**src/rtl/cache_miss_ctrl_if.sv**
```systemverilog
// rtl/cache_miss_ctrl_if.sv - access-stage, status, main-memory and array-command signals of the miss controller
// master is the controller side; slave is the cache datapath / memory side.
interface cache_miss_ctrl_if #(
    parameter int TAG_BITS = 14,
    parameter int IDX_BITS = 13
);
    logic                  pe_read;
    logic                  pe_write;
    logic                  pe_req_hit;
    logic [TAG_BITS-1:0]   pe_tag;
    logic [IDX_BITS-1:0]   pe_index;
    logic [3:0]            val_out;
    logic [3:0]            mod_out;
    logic [2:0]            lru;
    logic [4*TAG_BITS-1:0] tag_out_flat;
    logic                  mm_valid;

    logic                  pe_stall;
    logic [1:0]            fsm_victim_way;
    logic [31:0]           mm_a;
    logic                  mm_read;
    logic                  mm_write;
    logic                  fsm_cc_fill;
    logic                  fsm_cc_ary_write;
    logic [3:0]            fsm_cc_tag_write;
    logic [3:0]            fsm_bit_cmd;
    logic                  fsm_bit_cmd_valid;

    modport master (
        input  pe_read, pe_write, pe_req_hit, pe_tag, pe_index,
        input  val_out, mod_out, lru, tag_out_flat, mm_valid,
        output pe_stall, fsm_victim_way, mm_a, mm_read, mm_write,
        output fsm_cc_fill, fsm_cc_ary_write, fsm_cc_tag_write,
        output fsm_bit_cmd, fsm_bit_cmd_valid
    );

    modport slave (
        output pe_read, pe_write, pe_req_hit, pe_tag, pe_index,
        output val_out, mod_out, lru, tag_out_flat, mm_valid,
        input  pe_stall, fsm_victim_way, mm_a, mm_read, mm_write,
        input  fsm_cc_fill, fsm_cc_ary_write, fsm_cc_tag_write,
        input  fsm_bit_cmd, fsm_bit_cmd_valid
    );
endinterface

```
**src/rtl/cache_miss_ctrl.sv**
```systemverilog
// rtl/cache_miss_ctrl.sv - L1 miss controller: victim choice, write-back, line fill, array update and replay
// Memory command and address are registered from the next state so they are glitch-free flop outputs.
module cache_miss_ctrl #(
    parameter int TAG_BITS = 14,
    parameter int IDX_BITS = 13
) (
    input logic               clk,
    input logic               reset,
    cache_miss_ctrl_if.master bus
);
    typedef enum logic [2:0] {
        IDLE   = 3'd0,
        WB     = 3'd1,
        FILL   = 3'd2,
        UPDATE = 3'd3,
        REPLAY = 3'd4
    } state_t;

    state_t              state_q, state_d;
    logic [1:0]          victim_q, victim_d;
    logic [TAG_BITS-1:0] req_tag_q, req_tag_d;
    logic [IDX_BITS-1:0] req_idx_q, req_idx_d;
    logic [TAG_BITS-1:0] wb_tag_q, wb_tag_d;
    logic [31:0]         mm_a_q, mm_a_d;
    logic                mm_read_q, mm_write_q;

    logic                pe_access;
    logic                miss;
    logic                start_miss;
    logic [1:0]          pick;
    logic                pick_dirty;
    logic [TAG_BITS-1:0] pick_tag;

    assign pe_access  = bus.pe_read | bus.pe_write;
    assign miss       = pe_access & ~bus.pe_req_hit;
    assign start_miss = (state_q == IDLE) && miss;

    // An invalid way always wins (lowest first); otherwise follow the pseudo-LRU tree.
    always_comb begin
        pick = bus.lru[0] ? {1'b1, bus.lru[2]} : {1'b0, bus.lru[1]};
        for (int n = 3; n >= 0; n--) begin
            if (!bus.val_out[n]) begin
                pick = 2'(n);
            end
        end
    end

    assign pick_dirty = bus.val_out[pick] & bus.mod_out[pick];
    assign pick_tag   = bus.tag_out_flat[int'(pick)*TAG_BITS +: TAG_BITS];

    assign req_tag_d = start_miss ? bus.pe_tag   : req_tag_q;
    assign req_idx_d = start_miss ? bus.pe_index : req_idx_q;
    assign wb_tag_d  = start_miss ? pick_tag     : wb_tag_q;

    always_comb begin
        state_d                = state_q;
        victim_d               = victim_q;
        bus.pe_stall           = 1'b0;
        bus.fsm_cc_fill        = 1'b0;
        bus.fsm_cc_ary_write   = 1'b0;
        bus.fsm_cc_tag_write   = 4'b0000;
        bus.fsm_bit_cmd        = 4'b0000;
        bus.fsm_bit_cmd_valid  = 1'b0;

        unique case (state_q)
            IDLE: begin
                bus.pe_stall = miss;
                if (pe_access && bus.pe_req_hit) begin
                    bus.fsm_bit_cmd_valid = 1'b1;
                    if (bus.pe_write) begin
                        bus.fsm_cc_ary_write = 1'b1;
                        bus.fsm_bit_cmd      = 4'd2;
                    end else begin
                        bus.fsm_bit_cmd      = 4'd1;
                    end
                end
                if (miss) begin
                    victim_d = pick;
                    state_d  = pick_dirty ? WB : FILL;
                end
            end
            WB: begin
                bus.pe_stall = 1'b1;
                if (bus.mm_valid) begin
                    state_d = FILL;
                end
            end
            FILL: begin
                bus.pe_stall = 1'b1;
                if (bus.mm_valid) begin
                    state_d = UPDATE;
                end
            end
            UPDATE: begin
                bus.pe_stall          = 1'b1;
                bus.fsm_cc_fill       = 1'b1;
                bus.fsm_cc_ary_write  = 1'b1;
                bus.fsm_cc_tag_write  = 4'b0001 << victim_q;
                bus.fsm_bit_cmd       = 4'd4;
                bus.fsm_bit_cmd_valid = 1'b1;
                state_d               = REPLAY;
            end
            REPLAY: begin
                // Arrays re-read the held address this cycle; the access then hits in IDLE.
                bus.pe_stall = 1'b1;
                victim_d     = 2'd0;
                state_d      = IDLE;
            end
            default: begin
                state_d  = IDLE;
                victim_d = 2'd0;
            end
        endcase
    end

    always_comb begin
        mm_a_d = 32'd0;
        unique case (state_d)
            WB:      mm_a_d = {wb_tag_d,  req_idx_d, 5'b00000};
            FILL:    mm_a_d = {req_tag_d, req_idx_d, 5'b00000};
            default: mm_a_d = 32'd0;
        endcase
    end

    always_ff @(posedge clk) begin
        if (reset) begin
            state_q    <= IDLE;
            victim_q   <= 2'd0;
            req_tag_q  <= '0;
            req_idx_q  <= '0;
            wb_tag_q   <= '0;
            mm_a_q     <= 32'd0;
            mm_read_q  <= 1'b0;
            mm_write_q <= 1'b0;
        end else begin
            state_q    <= state_d;
            victim_q   <= victim_d;
            req_tag_q  <= req_tag_d;
            req_idx_q  <= req_idx_d;
            wb_tag_q   <= wb_tag_d;
            mm_a_q     <= mm_a_d;
            mm_read_q  <= (state_d == FILL);
            mm_write_q <= (state_d == WB);
        end
    end

    assign bus.mm_a           = mm_a_q;
    assign bus.mm_read        = mm_read_q;
    assign bus.mm_write       = mm_write_q;
    assign bus.fsm_victim_way = victim_q;
endmodule

```
**src/flat_wrapper.sv**
```systemverilog
// flat-port wrapper written by rule: the top's interface ports become plain ports
module cache_miss_ctrl_flat 
#(
    parameter int TAG_BITS = 14,
    parameter int IDX_BITS = 13
)
  (clk, reset, bus_pe_read, bus_pe_write, bus_pe_req_hit, bus_pe_tag, bus_pe_index, bus_val_out, bus_mod_out, bus_lru, bus_tag_out_flat, bus_mm_valid, bus_pe_stall, bus_fsm_victim_way, bus_mm_a, bus_mm_read, bus_mm_write, bus_fsm_cc_fill, bus_fsm_cc_ary_write, bus_fsm_cc_tag_write, bus_fsm_bit_cmd, bus_fsm_bit_cmd_valid);
  cache_miss_ctrl_if #(.TAG_BITS(TAG_BITS), .IDX_BITS(IDX_BITS)) bus_i ();
  input logic clk;
  input logic reset;
  input wire logic [$bits(bus_i.pe_read)-1:0] bus_pe_read;
  input wire logic [$bits(bus_i.pe_write)-1:0] bus_pe_write;
  input wire logic [$bits(bus_i.pe_req_hit)-1:0] bus_pe_req_hit;
  input wire logic [$bits(bus_i.pe_tag)-1:0] bus_pe_tag;
  input wire logic [$bits(bus_i.pe_index)-1:0] bus_pe_index;
  input wire logic [$bits(bus_i.val_out)-1:0] bus_val_out;
  input wire logic [$bits(bus_i.mod_out)-1:0] bus_mod_out;
  input wire logic [$bits(bus_i.lru)-1:0] bus_lru;
  input wire logic [$bits(bus_i.tag_out_flat)-1:0] bus_tag_out_flat;
  input wire logic [$bits(bus_i.mm_valid)-1:0] bus_mm_valid;
  output wire logic [$bits(bus_i.pe_stall)-1:0] bus_pe_stall;
  output wire logic [$bits(bus_i.fsm_victim_way)-1:0] bus_fsm_victim_way;
  output wire logic [$bits(bus_i.mm_a)-1:0] bus_mm_a;
  output wire logic [$bits(bus_i.mm_read)-1:0] bus_mm_read;
  output wire logic [$bits(bus_i.mm_write)-1:0] bus_mm_write;
  output wire logic [$bits(bus_i.fsm_cc_fill)-1:0] bus_fsm_cc_fill;
  output wire logic [$bits(bus_i.fsm_cc_ary_write)-1:0] bus_fsm_cc_ary_write;
  output wire logic [$bits(bus_i.fsm_cc_tag_write)-1:0] bus_fsm_cc_tag_write;
  output wire logic [$bits(bus_i.fsm_bit_cmd)-1:0] bus_fsm_bit_cmd;
  output wire logic [$bits(bus_i.fsm_bit_cmd_valid)-1:0] bus_fsm_bit_cmd_valid;
  assign bus_i.pe_read = bus_pe_read;
  assign bus_i.pe_write = bus_pe_write;
  assign bus_i.pe_req_hit = bus_pe_req_hit;
  assign bus_i.pe_tag = bus_pe_tag;
  assign bus_i.pe_index = bus_pe_index;
  assign bus_i.val_out = bus_val_out;
  assign bus_i.mod_out = bus_mod_out;
  assign bus_i.lru = bus_lru;
  assign bus_i.tag_out_flat = bus_tag_out_flat;
  assign bus_i.mm_valid = bus_mm_valid;
  assign bus_pe_stall = bus_i.pe_stall;
  assign bus_fsm_victim_way = bus_i.fsm_victim_way;
  assign bus_mm_a = bus_i.mm_a;
  assign bus_mm_read = bus_i.mm_read;
  assign bus_mm_write = bus_i.mm_write;
  assign bus_fsm_cc_fill = bus_i.fsm_cc_fill;
  assign bus_fsm_cc_ary_write = bus_i.fsm_cc_ary_write;
  assign bus_fsm_cc_tag_write = bus_i.fsm_cc_tag_write;
  assign bus_fsm_bit_cmd = bus_i.fsm_bit_cmd;
  assign bus_fsm_bit_cmd_valid = bus_i.fsm_bit_cmd_valid;
  cache_miss_ctrl #(.TAG_BITS(TAG_BITS), .IDX_BITS(IDX_BITS)) u_core (.clk(clk), .reset(reset), .bus(bus_i));
endmodule
```
**config.mk**
```make
export PLATFORM = sky130hd
export DESIGN_NAME = cache_miss_ctrl_flat
export DESIGN_NICKNAME = d
export VERILOG_FILES = /design/src/rtl/cache_miss_ctrl_if.sv /design/src/rtl/cache_miss_ctrl.sv /design/src/flat_wrapper.sv
export SDC_FILE = /design/constraint.sdc
export NUM_CORES = 1
export LEC_CHECK = 0
export CORE_MARGIN = 10
export CORE_UTILIZATION = 40
export CTS_CLUSTER_SIZE = 16
export DETAILED_ROUTE_END_ITERATION = 10
export PLACE_DENSITY_LB_ADDON = 0.3
export SLEW_MARGIN = 20
export SYNTH_ARGS = -nofsm -noshare
export SYNTH_HDL_FRONTEND = slang
export SYNTH_SLANG_ARGS = --single-unit
```
**constraint.sdc**
```tcl
create_clock -name clk -period 3 [get_ports clk]
set_input_delay 0.6 -clock clk [delete_from_list [all_inputs] [get_ports clk]]
set_output_delay 0.6 -clock clk [all_outputs]
set_load 0.005 [all_outputs]
```
==> results of run 1 <==
cells in the final DEF (no fill, tap or decap), drive strengths merged, types with 2 or more instances in the layout:
cell             n
o21ai            2
nor3             7
bufinv           2
a22o            14
and2            13
a221oi          14
nor2            12
nand2           65
inv              4
conb             6
a211oi          13
nor2b            2
buf             11
mux2i           15
nand2b           2
and3            17
or2              2
o21bai          15
and4b            2
a21oi           32
a31oi            2
clkdlybuf4s50  140
o211ai           3
clkbuf          10
mux2             2
a2111o           2
or3              2
dfxtp           75
cells by family after synthesis:
family          Yosys count  share of synthesized area, %
simple gates            129                          18.8
buf+inv                  35                          6.00
other cells               1                         0.110
flops                    75                          44.2
mux                      17                          5.19
compound gates          105                          25.7
flip-flops by register name, indices dropped and copies added, names as in the netlist:
register	flops
u_core.req_tag_q	14
u_core.state_q	3
u_core.bus.fsm_victim_way	2
u_core.req_idx_q	13
u_core.bus.mm_a	27
u_core.wb_tag_q	14
u_core.bus.mm_read	1
u_core.bus.mm_write	1
worst max path at each step:
stage / slack [ns] / to / startpoint / cells past startpoint
global route: 0.13 / bus_fsm_cc_tag_write[1] / u_core.state_q[0]$_SDFF_PP0_ / 5
CTS: 0.14 / bus_fsm_cc_tag_write[2] / u_core.state_q[0]$_SDFF_PP0_ / 5
detailed placement: 0.08 / u_core.bus.mm_a[28]$_SDFF_PP0_ / bus_lru[0] / 6
global placement: 0.18 / u_core.bus.mm_a[30]$_SDFF_PP0_ / bus_lru[0] / 6
floorplan: 0.84 / u_core.bus.mm_a[18]$_SDFF_PP0_ / bus_lru[0] / 6
finish: 0.30 / bus_fsm_cc_tag_write[2] / u_core.state_q[1]$_SDFF_PP0_ / 5
tightest hold or removal path, stage by stage, from the launching register on:
cell,delay (ns)
dfxtp_1,0.31
nand2_1,0.04
a21oi_1,0.06
cells in the mapped netlist (6+ instances only):
master and count:
dfxtp_1 75, nand2_1 64, a21oi_1 32, and3_1 16, mux2i_1 15, o21bai_1 15, a22o_1 14, and2_1 13
clkbuf_1 13, nor2_1 11, a221oi_2 10, a211oi_2 9, buf_4 9, buf_2 7, nor3_1 6
timing repair:
action,in CTS,in global routing
gates resized for setup,0,1
setup endpoints to repair,0,1
buffers inserted,0,0
power by group:
group	internal (mW)	total (mW)	switching (mW)
clock	0.502	0.903	0.401
sequential	1.09	1.13	0.0418
combinational	0.332	0.634	0.301
through the flow:
| stage | util, % | power (mW) |
|---|---|---|
| floorplan | - | 1.48 |
| global placement | 58.7 | 1.78 |
| detailed placement | 58.7 | 1.79 |
| CTS | 61.6 | 2.69 |
| global route | 61.6 | 2.80 |
| finish | 61.6 | 2.67 |
final cells by class:
class                      count  area [um2]
fill                         737        3170
sequential                    75        1500
inverter                       2        7.51
clock inverter                 6        96.3
timing repair buffer         151        1490
tap                          105         131
clock buffer                  10         138
multi-input combinational    257        1720
layer usage:
| metal | vias up | wire (um) |
|---|---|---|
| met2 | 97 | 5500 |
| li1 | 1564 | - |
| met1 | 1491 | 4650 |
| met5 | - | 0 |
| met4 | 0 | 174 |
| met3 | 13 | 656 |
==> impl_results.md, run 1 <==
- CP Capture Type: output port
- P&R area growth vs syn: 49.7%
- Worst IR drop on VDD: 0.337 mV
- WHS: 0.456 ns
- Area contributors post-synth: dfxtp_1, nand2_1, a21oi_1, a221oi_2, mux2i_1
- Post-layout instance area: between 5000 and 6000 um2
- DRT Wirelength: 11,000 um
- Pin count of the biggest net entering global routing: 49
- Worst R2R Start: u_core.state_q[2]$_SDFF_PP0_
- Fin crit period: 2.70 ns
- Number of setup violations in the final report: 0
- Register bit total from synthesis: 75
- Port Buffers: 141
- Final Net Count: 596
- DIE AREA: 12,600 um2
- DRT Pass-1 Iters: 4
- Syn Inst Count: approximately 360
- Synthesized area: 3400 um2
- CP Cell Sequence: nand2_1 -> nor2_2 -> nand2_1 -> nor2_1 -> clkdlybuf4s50_1
- Rel. slew slack: 42.9%
- Number of max-cap violations: 0
- Number of diodes: 0
- Final hold vios: 0
- Cell Rows: 33
- WHS Path Cells: 2
- Core area: 8260 um2
- Outcome: finished, final reports clean
- Clk buf depth: 2
- Die Span Y: ~110 um
- Crit path buf inv count: 1
- Crit path max fanout: 9
- H-tree levels: 3
- Die W: 112 um
- Placed cells: 590
- Setup WS pre-CTS: 0.0808 ns
- Met3 Track Usage GR: a little under 5%
- Register-to-register setup slack: 0.81 ns
- YS warnings: 0
- Routed len/inst: 18.1 um
- Async set-reset flop share out of synthesis: 0%
- Critical-path top delay cell: dfxtp_1
- Most common flop cell mapped by yosys: dfxtp_1
- Vias in the first global route: 3,198
- Total Routing Usage GR: 16.5%
- Routability Congestion: 0.800
- M1 GR Usage: 18.7%
- Placed cell areas: 4850 um2
- HPWL after DPL: ~8400 um
- Initial Util: 41.1%
- CTS tree: done
- Initial antenna violation count: 0
- R2R Path End: u_core.bus.mm_a[18]$_SDFF_PP0_
- CTS Buf Count: 9
- Fraction of layout cells with a size suffix above 1: about 12%
- Setup CP Type: reg2out
- Worst skew pair latency: 0.34 ns
- Num ports: 148
- Worst hold path type: reg2reg
- Worst-margin pin slew: ~0.86 ns
- Final Non-Filler Cells: between 600 and 700
- GR peak layer: met2
- Hold Path End: u_core.req_idx_q[0]$_SDFF_PP0_
- Critical path's most frequent cell: nand2_1
- Startpoint types: flip-flop
- Slew Limit Fails: 0
- First-pass GRT wire length: between 15,000 and 20,000 um
- Critical Path RT: roughly 2.4 ns
- Pwr Density: 524 nW/um2
- Routed vias: 3,165
- Reg2Reg Depth: 6
- Initial DRC count: about 130
- Clock Skew: 0.0106 ns
- Post-route DRC: 0
- Hold-fix buffers at CTS: 0
- EDFF count, synth: 0
- Drt via density: ~5.2
- Post-DRT Antenna Nets: 0
- Count of different cell masters after synthesis: 50
- CTS clk-pin slew, worst paths: 0.08 ns
- Clock sink count: 75
- Slack of the critical path: 0.297 ns
- Register area share after synthesis: 44.2%
- Setup_tns: 0 ns
- Largest area contributor in the netlist: dfxtp_1
- Root Driver: clkbuf_8
- Met2 GRT Util: between 20 and 30%
- Fmax: 0.370 GHz
- Yosys top cell area share: 44.2%
- Grt total ovfl: 0
- Unrepaired setup endpoints after global routing: no
- Top Family by Delay on Critical Path: simple AND/OR/NAND/NOR gates
- Max stage delay on crit path: 0.55 ns
- Tcrit/Tclk final: 90.1%
- Post-synthesis average cell area: between 9 and 10 um2
- Min-delay src: u_core.req_idx_q[0]$_SDFF_PP0_
- Worst EP arrival: 2.10 ns
- Pleak: between 2 and 2.5 nW
Power figures use the tool's default switching activity.
==> run 2, diff against run 1 <==
Settings changed: CORE_MARGIN 10 to default, CTS_CLUSTER_DIAMETER from default to 150.
==> impl_results.md, run 2 (synthesis results as in run 1) <==
- Drt via density: 5.18 (-0.87%)
- Initial Util: 41.3% (+0.21 points)
- Critical Path RT: 2.40 ns (about the same)
- Fmax: 0.358 GHz (-3.3%)
- Tcrit/Tclk final: 93.2% (+3.1 points)
- Setup CP Type: reg2out
- Max stage delay on crit path: 0.55 ns (about the same)
- Total Routing Usage GR: 21.5% (+5.0 points)
- Worst hold path type: reg2reg
- Post-CTS Setup Repair Bufs: 0 (unchanged)
- Top Family by Delay on Critical Path: simple AND/OR/NAND/NOR gates
- Sequential Area: 1500 um2 (unchanged)
- Worst skew pair latency: 0.34 ns (about the same)
- Post-CTS resize count: 0 (unchanged)
- Fin crit period: 2.80 ns (+0.0935 ns)
- Clk buf depth: 2 (unchanged)
- Final Non-Filler Cells: 604 (-0.33%)
- Post-route DRC: 0 (unchanged)
- Placed cells: 588 (-0.34%)
- Outcome: finished, final reports clean
- Register-to-register setup slack: 0.81 ns (about the same)
- Final Net Count: 594 (-0.34%)
- Initial antenna violation count: 0 (unchanged)
- P&R area growth vs syn: 49.8% (about the same)
- Unrepaired setup endpoints after global routing: no
- Root Driver: clkbuf_8
- Final hold vios: 0 (unchanged)
- Clock Skew: 0.00723 ns (-0.00341 ns)
- Cell Rows: 33 (unchanged)
- Pin count of the biggest net entering global routing: 49 (unchanged)
- Rel. slew slack: 44.8% (+1.9 points)
- Startpoint types: flip-flop
- Initial DRC count: 97 (-22%)
- Post-DRT Antenna Nets: 0 (unchanged)
- CTS clk-pin slew, worst paths: 0.08 ns (about the same)
- Critical-path top delay cell: dfxtp_1
- Port Buffers: 141 (unchanged)
- CP Capture Type: output port
- DIE AREA: 8870 um2 (-30%)
- HPWL after DPL: 6920 um (-17%)
- Routed len/inst: 15.5 um (-14%)
- CTS Buf Count: 9 (unchanged)
- Die Span Y: 94.2 um (-16%)
- Reg power frac: 42.3% (about the same)
- Num ports: 148 (unchanged)
- Reg2Reg Depth: 6 (unchanged)
- Filler Cell Count: 718 (-2.6%)
- DRT Pass-1 Iters: 6 (+2)
- Fraction of layout cells with a size suffix above 1: 11.0% (-0.55 points)
- Number of diodes: 0 (unchanged)
- Routability Congestion: 0.845 (+5.6%)
- Grt total ovfl: 0 (unchanged)
- CTS tree: done
- Setup_tns: 0 ns (unchanged)
- Crit path from: u_core.state_q[0]$_SDFF_PP0_
- Post-layout instance area: 5090 um2 (about the same)
- Internal power: 1.97 mW (+2.5%)
- Crit path max fanout: 11 (+2)
- Crit path buf inv count: 1 (unchanged)
- Routed vias: 3,127 (-1.2%)
- Pwr Density: 526 nW/um2 (+0.36%)
- Area occupied by multi-input gates: 1720 um2 (-0.15%)
- Worst R2R Start: u_core.state_q[2]$_SDFF_PP0_
- Number of setup violations in the final report: 0 (unchanged)
- Die W: 94.2 um (-16%)
- CP Cell Sequence: nand2_1 -> nor2_1 -> and3_1 -> clkdlybuf4s50_1
- Sw power: 0.705 mW (-5.2%)
- Clock sink count: 75 (unchanged)
- Pleak: 2.03 nW (about the same)
- Worst-margin pin slew: 0.828 ns (-0.0286 ns)
- Most common cell after layout, fill and taps aside: clkdlybuf4s50_1
- Placed cell areas: 4850 um2 (about the same)
- Setup WS pre-CTS: 0.158 ns (+0.0776 ns)
- Fin util: 61.9% (+0.32 points)
- R2R Path End: u_core.bus.mm_a[29]$_SDFF_PP0_
- Switching Share: 26.3% (-1.6 points)
- DRT Wirelength: 9370 um (-15%)
- Slew Limit Fails: 0 (unchanged)
- Worst IR drop on VDD: 0.344 mV (+2.1%)
- Number of max-cap violations: 0 (unchanged)
- Max FFs per register: 27 (unchanged)
- Slack of the critical path: 0.203 ns (-0.0935 ns)
- Levels on crit path: 4 (-1)
- Vias in the first global route: 3,132 (-2.1%)
- H-tree levels: 3 (unchanged)
- Most frequent cells in the layout: clkdlybuf4s50_1, dfxtp_1, nand2_1
- CP Capture Point: bus_fsm_cc_tag_write[3]
- Hold-fix buffers at CTS: 0 (unchanged)
- Clock power share: 34.4% (+0.6 points)
- First-pass GRT wire length: 14,700 um (-14%)
- Worst EP arrival: 2.20 ns (+0.10 ns)
- Core area: 8220 um2 (-0.50%)
- Gate power share: 23.4% (-0.4 points)
==> run 2: layer usage <==
metal / up-vias / GRT usage [%] / part of all wire, %
met5: - / 0 / 0
met4: 0 / 5.26 / 0.83
met3: 8 / 6.39 / 7.1
met2: 104 / 39.8 / 53
met1: 1462 / 23.8 / 39
li1: 1553 / - / -
==> run 2: metrics by stage <==
step	hold WS (ns)	power, mW
after floorplan	0.434	1.48
after global placement	0.441	1.77
after detailed placement	0.445	1.78
after CTS	0.457	2.71
after global routing	0.475	2.82
final	0.454	2.68
==> run 2: area by class of cell <==
class | instances | share of cell area, %
Timing Repair Buffer | 149 | 29.3
Clock buffer | 9 | 2.43
Clock inverter | 7 | 2.29
Tap cell | 105 | 2.58
Sequential cell | 75 | 29.5
Multi-Input combinational cell | 257 | 33.7
Inverter | 2 | 0.148
==> run 2: how the worst min path moves through the flow <==
stage	start	to	slack [ns]	depth (start not counted)
2_1_floorplan	u_core.req_idx_q[0]$_SDFF_PP0_	u_core.req_idx_q[0]$_SDFF_PP0_	0.43	2
3_3_place_gp	u_core.req_idx_q[0]$_SDFF_PP0_	u_core.req_idx_q[0]$_SDFF_PP0_	0.44	2
3_5_place_dp	u_core.req_idx_q[4]$_SDFF_PP0_	u_core.req_idx_q[4]$_SDFF_PP0_	0.44	2
4_1_cts	u_core.req_idx_q[4]$_SDFF_PP0_	u_core.req_idx_q[4]$_SDFF_PP0_	0.46	2
5_1_grt	u_core.req_idx_q[4]$_SDFF_PP0_	u_core.req_idx_q[4]$_SDFF_PP0_	0.48	2
6_report	u_core.req_idx_q[4]$_SDFF_PP0_	u_core.req_idx_q[4]$_SDFF_PP0_	0.45	2
==> run 2: worst reg2reg max path: cells and delay by family, from the launching register on <==
kind / cells / cell delay (ns)
buffers and inverters: 1 / 0.22
and+or+nand+nor: 1 / 0.44
AOI/OAI and AO/OA: 4 / 0.94
DFF: 1 / 0.48
==> run 2: power groups by stage <==
stage                     logic, mW  clock network [mW]  registers [mW]
after floorplan               0.344                   0            1.14
after global placement        0.619                   0            1.15
after detailed placement      0.629                   0            1.15
after CTS                     0.632               0.943            1.13
after global routing          0.687               0.988            1.14
final                         0.626               0.920            1.13
